`config.mk`:
```
export PLATFORM = sky130hd
export DESIGN_NAME = lab7_soc_switch_debounce
export DESIGN_NICKNAME = d
export VERILOG_FILES = /design/src/rtl/lab7_soc_switch_debounce.sv
export SDC_FILE = /design/constraint.sdc
export NUM_CORES = 1
export LEC_CHECK = 0
export ABC_AREA = 1
export CORE_ASPECT_RATIO = 1.25
export CORE_MARGIN = 10
export CORE_UTILIZATION = 61
export CTS_CLUSTER_SIZE = 40
export DETAILED_ROUTE_END_ITERATION = 16
export GPL_TIMING_DRIVEN = 0
export HOLD_SLACK_MARGIN = 0.03
export PLACE_DENSITY = 0.8
export SLEW_MARGIN = 40
export SYNTH_ARGS = -nofsm -noshare
export SYNTH_HDL_FRONTEND = slang
export SYNTH_SLANG_ARGS = --single-unit
export TNS_END_PERCENT = 30
```
`constraint.sdc`:
```
create_clock -name clk -period 1.7 [get_ports clk]
set_input_delay 0.34 -clock clk [delete_from_list [all_inputs] [get_ports clk]]
set_output_delay 0.34 -clock clk [all_outputs]
set_load 0.01 [all_outputs]
```
`src/rtl/lab7_soc_switch_debounce.sv`:
```
// Switch conditioning ahead of the 20-bit PIO in_port.
// The raw levels pass through a 2-flop synchronizer, then each bit has its own stability filter.

module lab7_soc_switch_debounce_bit #(
  parameter int STABLE_CYCLES = 50000,
  parameter int CNT_W         = 16
) (
  input  logic clk,
  input  logic reset_n,
  input  logic sync_in,
  output logic clean,
  output logic changed,
  output logic flip
);
  localparam logic [CNT_W-1:0] LAST = CNT_W'(STABLE_CYCLES - 1);

  logic [CNT_W-1:0] cnt;

  // Combinational flip request; the top ORs these so any_change lands in the same cycle.
  assign flip = (sync_in != clean) && (cnt == LAST);

  always_ff @(posedge clk) begin
    if (!reset_n) begin
      cnt     <= '0;
      clean   <= 1'b0;
      changed <= 1'b0;
    end else if (sync_in == clean) begin
      cnt     <= '0;
      changed <= 1'b0;
    end else if (flip) begin
      clean   <= sync_in;
      cnt     <= '0;
      changed <= 1'b1;
    end else begin
      cnt     <= cnt + 1'b1;
      changed <= 1'b0;
    end
  end
endmodule

module lab7_soc_switch_debounce #(
  parameter int WIDTH         = 20,
  parameter int STABLE_CYCLES = 50000
) (
  input  logic             clk,
  input  logic             reset_n,
  input  logic [WIDTH-1:0] sw_raw,
  output logic [WIDTH-1:0] sw_clean,
  output logic [WIDTH-1:0] sw_changed,
  output logic             any_change
);
  localparam int CNT_W = (STABLE_CYCLES > 1) ? $clog2(STABLE_CYCLES) : 1;

  logic [WIDTH-1:0] sync1, sync2, flip;

  // The sync stages clear on reset so a held switch re-qualifies over the full latency.
  always_ff @(posedge clk) begin
    if (!reset_n) begin
      sync1      <= '0;
      sync2      <= '0;
      any_change <= 1'b0;
    end else begin
      sync1      <= sw_raw;
      sync2      <= sync1;
      any_change <= |flip;
    end
  end

  for (genvar i = 0; i < WIDTH; i++) begin : g_bit
    lab7_soc_switch_debounce_bit #(
      .STABLE_CYCLES(STABLE_CYCLES),
      .CNT_W        (CNT_W)
    ) u_bit (
      .clk    (clk),
      .reset_n(reset_n),
      .sync_in(sync2[i]),
      .clean  (sw_clean[i]),
      .changed(sw_changed[i]),
      .flip   (flip[i])
    );
  end
endmodule

```
Word level (Yosys, flattened, before mapping)
Cells that the tools add are included.

Memories: 0. Bits in latches: 0. Memory bits (writable): 0. Input bits: 22. Logic and storage cells: 265. Flip-flop bits (word level): 401. Memory bits (read-only): 0.

Bitwise gates (word level): 21. Equality and inequality tests: 60. Multiplexer cells: 20. Shifts and indexed selects: 0. Multipliers: 0. Div/mod/pow operators: 0. Add/subtract/negate cells: 20. $lt $le $gt $ge: 0. Reductions and logical operators: 81.

Operators by type and width (number): $add A16 B1 Y16 const B (20); $eq A16 B16 Y1 const B (20); $reduce_or A3 Y1 (20); $reduce_and A2 Y1 (20); $reduce_or A2 Y1 (20); $not A1 Y1 (21); $eq A1 B1 Y1 (20); $logic_and A1 B1 Y1 (20); $mux W1 (20); $ne A1 B1 Y1 (20); $reduce_or A20 Y1 (1).

Depth between registers and ports, before layout
Gate-level depths: netlist (run 1).

Word-level depth: 3. Depth in mapped cells: 11. Mapped depth without buffers: 11.

By module
Synthesis (run 1) repeated with hierarchy kept, for this count alone.

Cell total of the unflattened synthesis: 2926. Area, all modules: 21227.9 um2.

By module, submodules not included: lab7_soc_switch_debounce_bit (area each 998.5 um2, seq. area each 360.3 um2, times used 20, cells an instance 139); lab7_soc_switch_debounce (area each 1258.7 um2, seq. area each 820.8 um2, times used 1, cells an instance 146).

Worst setup path after synthesis (run 1)
OpenSTA, ideal clock, no wires.

Path kind: register to register. Start: register g_bit[12].u_bit.cnt[0]. End: register g_bit[12].u_bit.cnt[7]. Path buffers: 1. Cell stages (with the launch flop): 10. Path slack: 0.240 ns. Data arrival time: 1.336 ns. Data required time: 1.575 ns. Period minus slack after synthesis: 1.460 ns. Path through: dfxtp_1 -> ha_1 -> nand2_1 -> nor2_1 -> inv_1 -> nor2_1 -> nand3_1 -> nand3_2 -> buf_4 -> a211oi_1.

Longest elaborated chain between the ends: 3. Elaborated cells on any way between the ends: 4.

RTL lines: start: declaration (line 17) `logic [CNT_W-1:0] cnt;`; start signal: assignment (line 35) `cnt <= cnt + 1'b1;`; parallel branches: the longest is 3 deep, another holds $add A16 B1 Y16.

Parallel ways; which one is timed is not known. A chain may end at the register's enable or synchronous reset.

Worst setup path after layout (run 1)
Start: register g_bit[2].u_bit.clean. End: output sw_clean[2].

RTL lines: start: declaration (line 11) `output logic clean,`; start signal: assignment (line 31) `clean <= sync_in;`; end: declaration (line 48) `output logic [WIDTH-1:0] sw_clean,`.

No word-level cell between the ends.

==> qor.txt, run 1 <==
setup TNS: 0 ps
Yosys reg bits: 401
internal power: 14.80 mW
Async S/R FF share, synth: 0%
total congestion overflow: 0
DRT Pass-1 Iters: 8
first-pass GRT wire length: 63000 um
maximum vdd drop: 690.4 uV
clock buffer count from CTS: 40
RSZ-0062 raised after global routing: true
hold-critical path depth: 3
largest net degree at the start of global routing: 16
RD Place Congestion: 0.8923
Total GRT Usage: 19.80%
Hold Path Origin: reset_n
Final Hold Viols: 0
NetSw: 3.842 mW
initial antenna violation count: 0
YS warnings: 0
met2 WL post-DR: 18710 um
most common cell in the netlist: nand2_1
DR iter-0 viols: 765
period utilization: 95.89%
sequential share of power: 50.9%
worst path required time: 1360 ps
Yosys cell types: 51
die area: 36440 um^2
syn_area_per_cell: 7.480 um^2
n_diodes: 0
crit end category: output pin
clock buffer depth: 3
status: finished clean
initial core utilization: 62.25%
mapped cell area: 17790 um^2
Leakage: 7.844 nW
end of the worst register-to-register path: g_bit[2].u_bit.cnt[8]$_SDFF_PP0_
Port Buffers: 61
metal3 WL: 1609 um
Via Count: 15086
r2r setup slk: 80 ps
H-tree Lvls: 2
# clock sinks: 401
root buffer cell: clkbuf_16
vias in the first global route: 14440
max_cap viols: 0
Rel. slew slack: 47.56%
CP Class: flip-flop to output pin
clock latency at the later pin of the worst-skew pair: 530 ps
Layout Nets: 2530
FP Rows: 69
number of synthesized flops with an enable pin: 0
measured slew at the worst slew-check pin: 786.7 ps
share of the synthesized area in the top cell type: 45.13%
CTS tree: yes
number of remaining DRC errors: 0
Comb pwr share: 1.9%
ys flop type: dfxtp_1
Metal-1 WL: 16270 um
I/O pin total: 63
WHS Endpoint: g_bit[12].u_bit.cnt[12]$_SDFF_PP0_
ANT nets after route: 0
worst hold-check path type: primary input to flip-flop
top cells by count, synth: nand2_1 (428), dfxtp_1 (401), nor2_1 (400), inv_1 (319), nand3_1 (142)
final WL: 37610 um
fin util: 72.39%
Fin Hold WS: 250.7 ps
crit path DAT: 1290 ps
Worst Clk Skew: 14.80 ps
DR WL/cell: 12.94 um
Worst-path clk slew: 60 ps
worst-path fanout max: 3
leading area contributor after synthesis: dfxtp_1
Hold Buf Count CTS: 0
syn_nets: 2420
Net Sw Frac: 20.61%
top post-synthesis cells by area: dfxtp_1 (45%), nand2_1 (9.0%), nor2_1 (8.4%)
synthesis-to-finish area growth: 16.29%
R2R Path Start: g_bit[2].u_bit.cnt[0]$_SDFF_PP0_
vias per std cell: 5.190
share of layout cells above drive strength 1: 13.03%
final setup violation count: 0
Die Y: 210.9 um
power per cell area: 901.2 nW/um^2
CORE AREA: 28580 um^2
hpwl dp: 26640 um
Post-Syn Instances: 2378
top layer in use: met4
Die X: 172.7 um
FMAX: 0.6135 GHz
R2R depth: 8
CP Launch Type: flip-flop
post-synthesis sequential area ratio: 45.13%
Slew Viols, Final: 0
clock power share: 47.3%
Tmin final: 1630 ps
critical path, cell delays in order, from the launching register on:
cell and delay (ps):
dfxtp_1 360, buf_4 130, dlygate4sd2_1 270
metal layers:
metal  vias to the layer above  GRT usage (%)
li1                       7758              -
met1                      6976          22.92
met2                       273          36.63
met3                        79          3.165
met4                         0          6.194
met5                         -              0
layout by cell type (no fill, tap or decap), types with 38 or more instances in the layout:
cell type / instances
nor2_1: 379
nand2_1: 413
nor3b_1: 39
inv_1: 318
xor2_1: 64
a21oi_1: 117
nor3_1: 101
clkbuf_16: 41
nand3_1: 121
dfxtp_1: 384
buf_4: 61
nand4_1: 38
worst max-delay path by stage:
stage          slack, ps                                end  cells past startpoint                               from
3_5_place_dp        -250                sync2[6]$_SDFF_PN0_                      5                            reset_n
6_report              70                        sw_clean[2]                      2  g_bit[2].u_bit.clean$_SDFFE_PN0P_
2_1_floorplan        240  g_bit[12].u_bit.cnt[7]$_SDFF_PP0_                      9  g_bit[12].u_bit.cnt[0]$_SDFF_PP0_
4_1_cts                6  g_bit[5].u_bit.cnt[10]$_SDFF_PP0_                      9   g_bit[5].u_bit.cnt[0]$_SDFF_PP0_
5_1_grt              -60  g_bit[10].u_bit.cnt[5]$_SDFF_PP0_                      7  g_bit[10].u_bit.cnt[0]$_SDFF_PP0_
3_3_place_gp        -230                sync2[6]$_SDFF_PN0_                      5                            reset_n
timing repair:
| item | CTS | global route |
|---|---|---|
| setup endpoints to repair | 132 | 229 |
| setup buffers | 0 | 7 |
| gates cloned | 0 | 0 |
| gates resized for setup | 75 | 93 |
| pin swaps | 0 | 12 |
cell type report:
cell class | count | area [um^2]
buffer | 71 | 519.2
clock buffer | 55 | 1119
clock inverter | 16 | 192.7
fill | 2211 | 7890
inverter | 327 | 1227
multi-input combinational | 1579 | 8484
sequential | 401 | 8051
tap | 390 | 488.0
timing repair buffer | 68 | 604.3
state kept, by name, indices dropped and copies added (netlist names):
register,count
g_bit.u_bit.cnt,320
any_change,1
g_bit.u_bit.clean,20
g_bit.u_bit.changed,20
sync1,20
sync2,20
per-stage QoR:
step	worst slack, ps	total power, mW	instance area, um^2	instances
6_report	69.92	18.64	20690	2907
5_1_grt	-58.10	19.20	20690	2907
4_1_cts	6.160	18.80	20250	2900
3_5_place_dp	-250.4	10.02	18890	2829
3_3_place_gp	-231.6	10.01	18890	2829
2_1_floorplan	239.6	9.873	17790	2378
cell families (layout without fill, tap and decap cells):
| logic type | count (synthesis) | in the layout | synth area share, % |
|---|---|---|---|
| AND/OR/NAND/NOR | 1268 | 1268 | 33.02 |
| flip-flops | 401 | 401 | 45.13 |
| buffers and inverters | 398 | 537 | 9.664 |
| AO/OA/AOI/OAI | 207 | 207 | 6.647 |
| XOR/XNOR | 84 | 84 | 4.136 |
| adder cells (fa/ha/maj) | 20 | 20 | 1.407 |
power groups by stage:
stage                     Combinational [mW]  Sequential (mW)  Clock (mW)
after floorplan                        0.186             9.69           0
after global placement                 0.317             9.69           0
after detailed placement               0.323             9.70           0
after CTS                              0.330             9.48        8.99
after global routing                   0.379             9.49        9.34
final                                  0.347             9.49        8.81
Note: power is estimated with default switching activity, not from simulation.
==> inputs of run 2 (changes only) <==
--- a/config.mk
+++ b/config.mk
@@ -13,7 +13,7 @@
 export DETAILED_ROUTE_END_ITERATION = 16
 export GPL_TIMING_DRIVEN = 0
 export HOLD_SLACK_MARGIN = 0.03
-export PLACE_DENSITY = 0.8
+export PLACE_DENSITY = 0.9
 export SLEW_MARGIN = 40
 export SYNTH_ARGS = -nofsm -noshare
 export SYNTH_HDL_FRONTEND = slang
==> qor.txt, run 2 (synthesis gave the netlist of run 1 again) <==
status: finished clean
root buffer cell: clkbuf_16
Tmin final: 1684 ps (+53.61 ps)
period utilization: 99.04% (+3.2 points)
worst hold-check path type: primary input to flip-flop
post-route cell area: 20640 um^2 (-0.21%)
crit path DAT: 2080 ps (+790 ps)
hpwl dp: 26900 um (+0.98%)
CORE AREA: 28580 um^2 (unchanged)
R2R Path Start: g_bit[7].u_bit.cnt[0]$_SDFF_PP0_
share of layout cells above drive strength 1: 13.78% (+0.75 points)
Setup WS post-layout: 16.31 ps (-53.61 ps)
Worst-path clk slew: 60 ps (about the same)
commonest non-fill, non-tap cell in the layout: nand2_1
DR iter-0 viols: 980 (+28%)
sequential cell area: 8054 um^2 (about the same)
Via Count: 15454 (+2.4%)
total congestion overflow: 0 (unchanged)
critical path cell sequence: ha_1, nand2_2, inv_1, nand2_1, nor2_2, nand3_1, nand2_1, nor2_2, nand3_1, nor2_2, nor2_1
CTS tree: yes
largest net degree at the start of global routing: 15 (-1)
Final Hold Viols: 0 (unchanged)
max_cap viols: 0 (unchanged)
area of the multi-input gates: 8387 um^2 (-1.2%)
total chip power: 18.64 mW (about the same)
# clock sinks: 401 (unchanged)
number of remaining DRC errors: 0 (unchanged)
worst path required time: 2090 ps (+730 ps)
measured slew at the worst slew-check pin: 854.4 ps (+67.75 ps)
final setup violation count: 0 (unchanged)
Place WS: -242.7 ps (+7.775 ps)
Biggest register: g_bit.u_bit.cnt
crit end category: flip-flop
FP Rows: 69 (unchanged)
power per cell area: 903.1 nW/um^2 (+0.20%)
clock buffer count from CTS: 40 (unchanged)
RSZ-0062 raised after global routing: true
Rel. slew slack: 43.04% (-4.5 points)
ANT nets after route: 0 (unchanged)
Worst Setup SP: g_bit[7].u_bit.cnt[0]$_SDFF_PP0_
Placed Area: 18890 um^2 (unchanged)
maximum vdd drop: 981.6 uV (+42%)
FILL cells: 1955 (-12%)
die area: 36440 um^2 (unchanged)
DR WL/cell: 13.78 um (+6.5%)
Total GRT Usage: 20.70% (+0.91 points)
most frequent cells in the layout: nand2_1 (419), dfxtp_1 (382), nor2_1 (379), inv_1 (318), nand3_1 (118)
n_diodes: 0 (unchanged)
vias per std cell: 5.302 (+2.2%)
worst-path fanout max: 3 (unchanged)
Worst Clk Skew: 18.38 ps (+3.583 ps)
CP top delay family: simple AND/OR/NAND/NOR gates
slowest CP cell: dfxtp_1
CP dominant cell by count: nor2_2
FMAX: 0.5939 GHz (-3.2%)
clock latency at the later pin of the worst-skew pair: 540 ps (about the same)
Die X: 172.7 um (unchanged)
RD Place Congestion: 0.8941 (+0.20%)
clock buffer depth: 3 (unchanged)
worst path bufs/invs: 1 (-1)
Hold Buf Count CTS: 0 (unchanged)
Port Buffers: 61 (unchanged)
CP Class: flip-flop to flip-flop
vias in the first global route: 14999 (+3.9%)
Slew Viols, Final: 0 (unchanged)
final WL: 40170 um (+6.8%)
Die Y: 210.9 um (unchanged)
Hold Path Origin: reset_n
Finished Layout Cells: 2915 (+0.28%)
first-pass GRT wire length: 65590 um (+4.1%)
Leakage: 7.828 nW (-0.21%)
Layout Nets: 2537 (+0.28%)
I/O pin total: 63 (unchanged)
initial core utilization: 62.25% (unchanged)
max reg flops: 320 (unchanged)
Placed Cells: 2829 (unchanged)
initial antenna violation count: 0 (unchanged)
DRT Pass-1 Iters: 9 (+1)
synthesis-to-finish area growth: 16.05%
Critical Path Max Stage Delay: 320 ps (-40 ps)
H-tree Lvls: 2 (unchanged)
CP Launch Type: flip-flop
run 2: cell type report:
type | instances | area share, %
plain buffers | 71 | 2.576
clock buffers | 59 | 5.734
clock inverters | 13 | 0.6364
inverters | 327 | 5.946
multi-input cells | 1579 | 40.63
flip-flops and latches | 401 | 39.01
well taps | 390 | 2.364
repair buffers | 75 | 3.103
run 2: worst paths after layout:
path / end / slack, ps / cells past startpoint
setup / recovery: any_change$_SDFF_PN0_ / 20 / 11
hold / removal: g_bit[12].u_bit.cnt[12]$_SDFF_PP0_ / 260 / 3
setup reg to reg: any_change$_SDFF_PN0_ / 20 / 11
hold reg to reg: g_bit[16].u_bit.cnt[0]$_SDFF_PP0_ / 420 / 1
run 2: timing repair:
item	4_1_cts	5_1_grt
setup endpoints to repair	136	242
setup buffers	0	14
gates resized for setup	75	83
hold endpoints to repair	0	0
pin swaps	3	11
run 2: layer usage:
metal | track usage (%) | part of all wire (%) | vias up
li1 | - | - | 7786
met1 | 22.94 | 40 | 7136
met2 | 38.74 | 52 | 421
met3 | 2.986 | 4.5 | 111
met4 | 8.845 | 3.4 | 0
met5 | 0 | 0 | -
run 2: worst register-to-register path: stages (launching register included):
cell and delay, ps:
dfxtp_1 320, ha_1 220, nand2_2 110, inv_1 60, nand2_1 110, nor2_2 80, nand3_1 100, nand2_1 80
nor2_2 160, nand3_1 100, nor2_2 130, nor2_1 70
run 2: through the flow:
stage               TNS (ps)  hold slack, ps  util (%)
global placement       -5635           393.3     66.09
global route           -2375           269.1     72.24
CTS                        0           216.7     70.81
floorplan                  0           390.5         -
finish                     0           255.3     72.24
detailed placement     -9304           397.0     66.09
run 2: power by group:
part	internal [mW]	switching (mW)
clock network	5.15	3.66
logic	0.126	0.222
registers	9.45	0.0347
==> inputs of run 3 (changes only) <==
--- a/config.mk
+++ b/config.mk
@@ -8,14 +8,14 @@
 export ABC_AREA = 1
 export CORE_ASPECT_RATIO = 1.25
 export CORE_MARGIN = 10
-export CORE_UTILIZATION = 61
+export CORE_UTILIZATION = 62
 export CTS_CLUSTER_SIZE = 40
 export DETAILED_ROUTE_END_ITERATION = 16
 export GPL_TIMING_DRIVEN = 0
 export HOLD_SLACK_MARGIN = 0.03
 export PLACE_DENSITY = 0.9
-export SLEW_MARGIN = 40
 export SYNTH_ARGS = -nofsm -noshare
 export SYNTH_HDL_FRONTEND = slang
+export SYNTH_HIERARCHICAL = 1
 export SYNTH_SLANG_ARGS = --single-unit
 export TNS_END_PERCENT = 30
==> qor.txt, run 3 <==
Setup WS post-layout: 72.50 ps (+56.19 ps)
Critical Path Max Stage Delay: 370 ps (+50 ps)
total congestion overflow: 0 (unchanged)
DR WL/cell: 13.33 um (-3.2%)
vias per std cell: 5.258 (-0.83%)
post-CTS setup buffers: 0 (unchanged)
CP Launch Type: flip-flop
Hold Path Origin: sw_raw[1]
commonest non-fill, non-tap cell in the layout: nand2_1
clock buffer count from CTS: 40 (unchanged)
measured slew at the worst slew-check pin: 753.9 ps (-100.5 ps)
top cells by count, synth: nand2_1 (605), nor2_1 (471), inv_1 (440), dfxtp_1 (401), nand3_1 (221)
max reg flops: 320 (unchanged)
largest net degree at the start of global routing: 22 (+7)
power per cell area: 785.5 nW/um^2 (-13%)
Post-Syn Instances: 2926 (+23%)
syn_nets: 2968 (+23%)
Final Hold Viols: 0 (unchanged)
hold-critical path depth: 3 (unchanged)
# clock sinks: 401 (unchanged)
n_diodes: 0 (unchanged)
RSZ-0062 raised after global routing: true
CP Class: flip-flop to flip-flop
first-pass GRT wire length: 78240 um (+19%)
RD Place Congestion: 0.9201 (+2.9%)
max_cap viols: 0 (unchanged)
clock buffer depth: 3 (unchanged)
ANT nets after route: 0 (unchanged)
critical path cell sequence: ha_2, nand3_4, nor2_2, nand3_2, nor2_4, nor2_1, nand2_1, nor2_4, nand3_1, nand2_1, inv_1
number of synthesized flops with an enable pin: 0 (unchanged)
Place WS: -108.5 ps (+134.2 ps)
worst-path fanout max: 4 (+1)
I/O pin total: 63 (unchanged)
Slew Viols, Final: 0 (unchanged)
FP Rows: 75 (+8.7%)
Yosys cell types: 23 (-55%)
share of the synthesized area in the top cell type: 37.82% (-7.3 points)
crit end category: flip-flop
R2R depth: 11 (unchanged)
Via Count: 18302 (+18%)
final WL: 46420 um (+16%)
number of remaining DRC errors: 0 (unchanged)
worst hold-check path type: primary input to flip-flop
root buffer cell: clkbuf_16
Port Buffers: 62 (+1.6%)
worst path required time: 2190 ps (+100 ps)
Die X: 185.5 um (+7.4%)
most frequent cells in the layout: nand2_1 (605), nor2_1 (448), inv_1 (440), dfxtp_1 (371), nand3_1 (220)
crit path DAT: 2120 ps (+40 ps)
R2R Path Start: g_bit[10].u_bit/cnt[1]$_SDFF_PP0_
leading area contributor after synthesis: dfxtp_1
Tmin final: 1627 ps (-56.19 ps)
status: finished clean
CTS tree: yes
slowest CP cell: dfxtp_1
Leakage: 8.896 nW (+14%)
mapped cell area: 21230 um^2 (+19%)
Worst Clk Skew: 16.41 ps (-1.969 ps)
Biggest register: g_bit.u_bit/cnt
Async S/R FF share, synth: 0% (unchanged)
initial antenna violation count: 1 (+1)
top post-synthesis cells by area: dfxtp_1 (38%), nand2_1 (11%), nor2_1 (8.3%)
clock latency at the later pin of the worst-skew pair: 550 ps (about the same)
synthesis-to-finish area growth: 12.65%
DRT Pass-1 Iters: 5 (-4)
fin util: 70.98% (-1.3 points)
final setup violation count: 0 (unchanged)
CORE AREA: 33690 um^2 (+18%)
vias in the first global route: 17724 (+18%)
syn_area_per_cell: 7.255 um^2 (-3.0%)
Yosys reg bits: 401 (unchanged)
FMAX: 0.6144 GHz (+3.5%)
H-tree Lvls: 2 (unchanged)
share of layout cells above drive strength 1: 17.04% (+3.3 points)
Layout Nets: 3072 (+21%)
FILL cells: 2508 (+28%)
post-synthesis sequential area ratio: 37.82% (-7.3 points)
initial core utilization: 63.01% (+0.76 points)
Total GRT Usage: 21.74% (+1.0 points)
Die Y: 226.9 um (+7.6%)
DR iter-0 viols: 975 (-0.51%)
maximum vdd drop: 824.7 uV (-16%)
die area: 42090 um^2 (+16%)
Rel. slew slack: 49.74% (+6.7 points)
most common cell in the netlist: nand2_1
period utilization: 95.74% (-3.3 points)
Worst-path clk slew: 60 ps (about the same)
ys flop type: dfxtp_1
hpwl dp: 32980 um (+23%)
Worst Setup SP: g_bit[10].u_bit/cnt[1]$_SDFF_PP0_
YS warnings: 6 (+6)
==> run 3: changes by cell type after synthesis, moves of 47 or more <==
cell and delta:
nand2_1 +177, nor2_2 +156, inv_1 +121, nor3_1 -85, nand3_1 +79, nor2_1 +71, nand4_1 +62, a21oi_1 -57
nor2_4 +57, nand2_2 +55, buf_4 -47
==> run 3: kinds of logic (layout without fill, tap and decap cells) <==
logic type | after synthesis | in the layout | share of synthesized area [%]
AOI/OAI and AO/OA | 100 | 100 | 2.829
DFF | 401 | 401 | 37.82
and+or+nand+nor | 1779 | 1779 | 41.62
adders and majority gates | 20 | 20 | 1.179
xor gates and xnor gates | 160 | 160 | 6.601
buffers and inverters | 466 | 598 | 9.949
==> run 3: critical path: cells and delay by family, from the launching register on <==
family | cells | cell delay [ps]
simple gates | 9 | 920
flops | 1 | 370
fa+ha+maj | 1 | 230
buf+inv | 1 | 50
==> run 3: metrics by stage <==
stage	instances	power (mW)	hold slack (ps)	instance area [um^2]	setup TNS (ps)
2_1_floorplan	2926	9.957	390.5	21230	0
3_3_place_gp	3411	10.09	393.7	22380	-362660
6_report	3481	18.78	326.4	23910	0
4_1_cts	3481	18.94	311.3	23650	-42.09
3_5_place_dp	3411	10.10	401.7	22370	-9038
5_1_grt	3481	19.36	332.5	23910	-51.97
==> run 3: routing by layer <==
layer	GRT usage, %	up-vias	share of wire, %
met5	0	-	0.028
met4	9.191	2	3.2
met3	3.235	105	4.6
met2	40.37	427	53
met1	23.88	8508	40
li1	-	9260	-
==> run 3: report_power, final <==
group / internal [mW] / switching, mW / total, mW / leakage [nW]
clock network: 5.23 / 3.65 / 8.87 / 0.641
registers: 9.46 / 0.0466 / 9.50 / 3.25
logic: 0.165 / 0.239 / 0.405 / 5.00
total: 14.8 / 3.93 / 18.8 / 8.90
==> run 3: area by class of cell <==
| class | instances | area (um^2) | share of cell area, % |
|---|---|---|---|
| plain buffers | 25 | 456.7 | 1.910 |
| clock buffers | 56 | 1122 | 4.693 |
| clock inverters | 14 | 183.9 | 0.7691 |
| inverters | 441 | 1655 | 6.922 |
| multi-input cells | 2059 | 11340 | 47.40 |
| flip-flops and latches | 401 | 8065 | 33.73 |
| well taps | 423 | 529.3 | 2.213 |
| repair buffers | 62 | 564.3 | 2.360 |
==> run 3: worst paths after layout <==
check / to / slack, ps
hold reg to reg: sync2[0]$_SDFF_PN0_ / 410
hold / removal: sync1[1]$_SDFF_PN0_ / 330
setup / recovery: any_change$_SDFF_PN0_ / 70
setup reg to reg: any_change$_SDFF_PN0_ / 70
==> run 3: what timing repair did <==
item | CTS | global route
resized for setup | 51 | 79
setup endpoints to repair | 42 | 2
hold buffers | 0 | 0
endpoints found under the hold margin | 0 | 0
pin swaps | 2 | 7
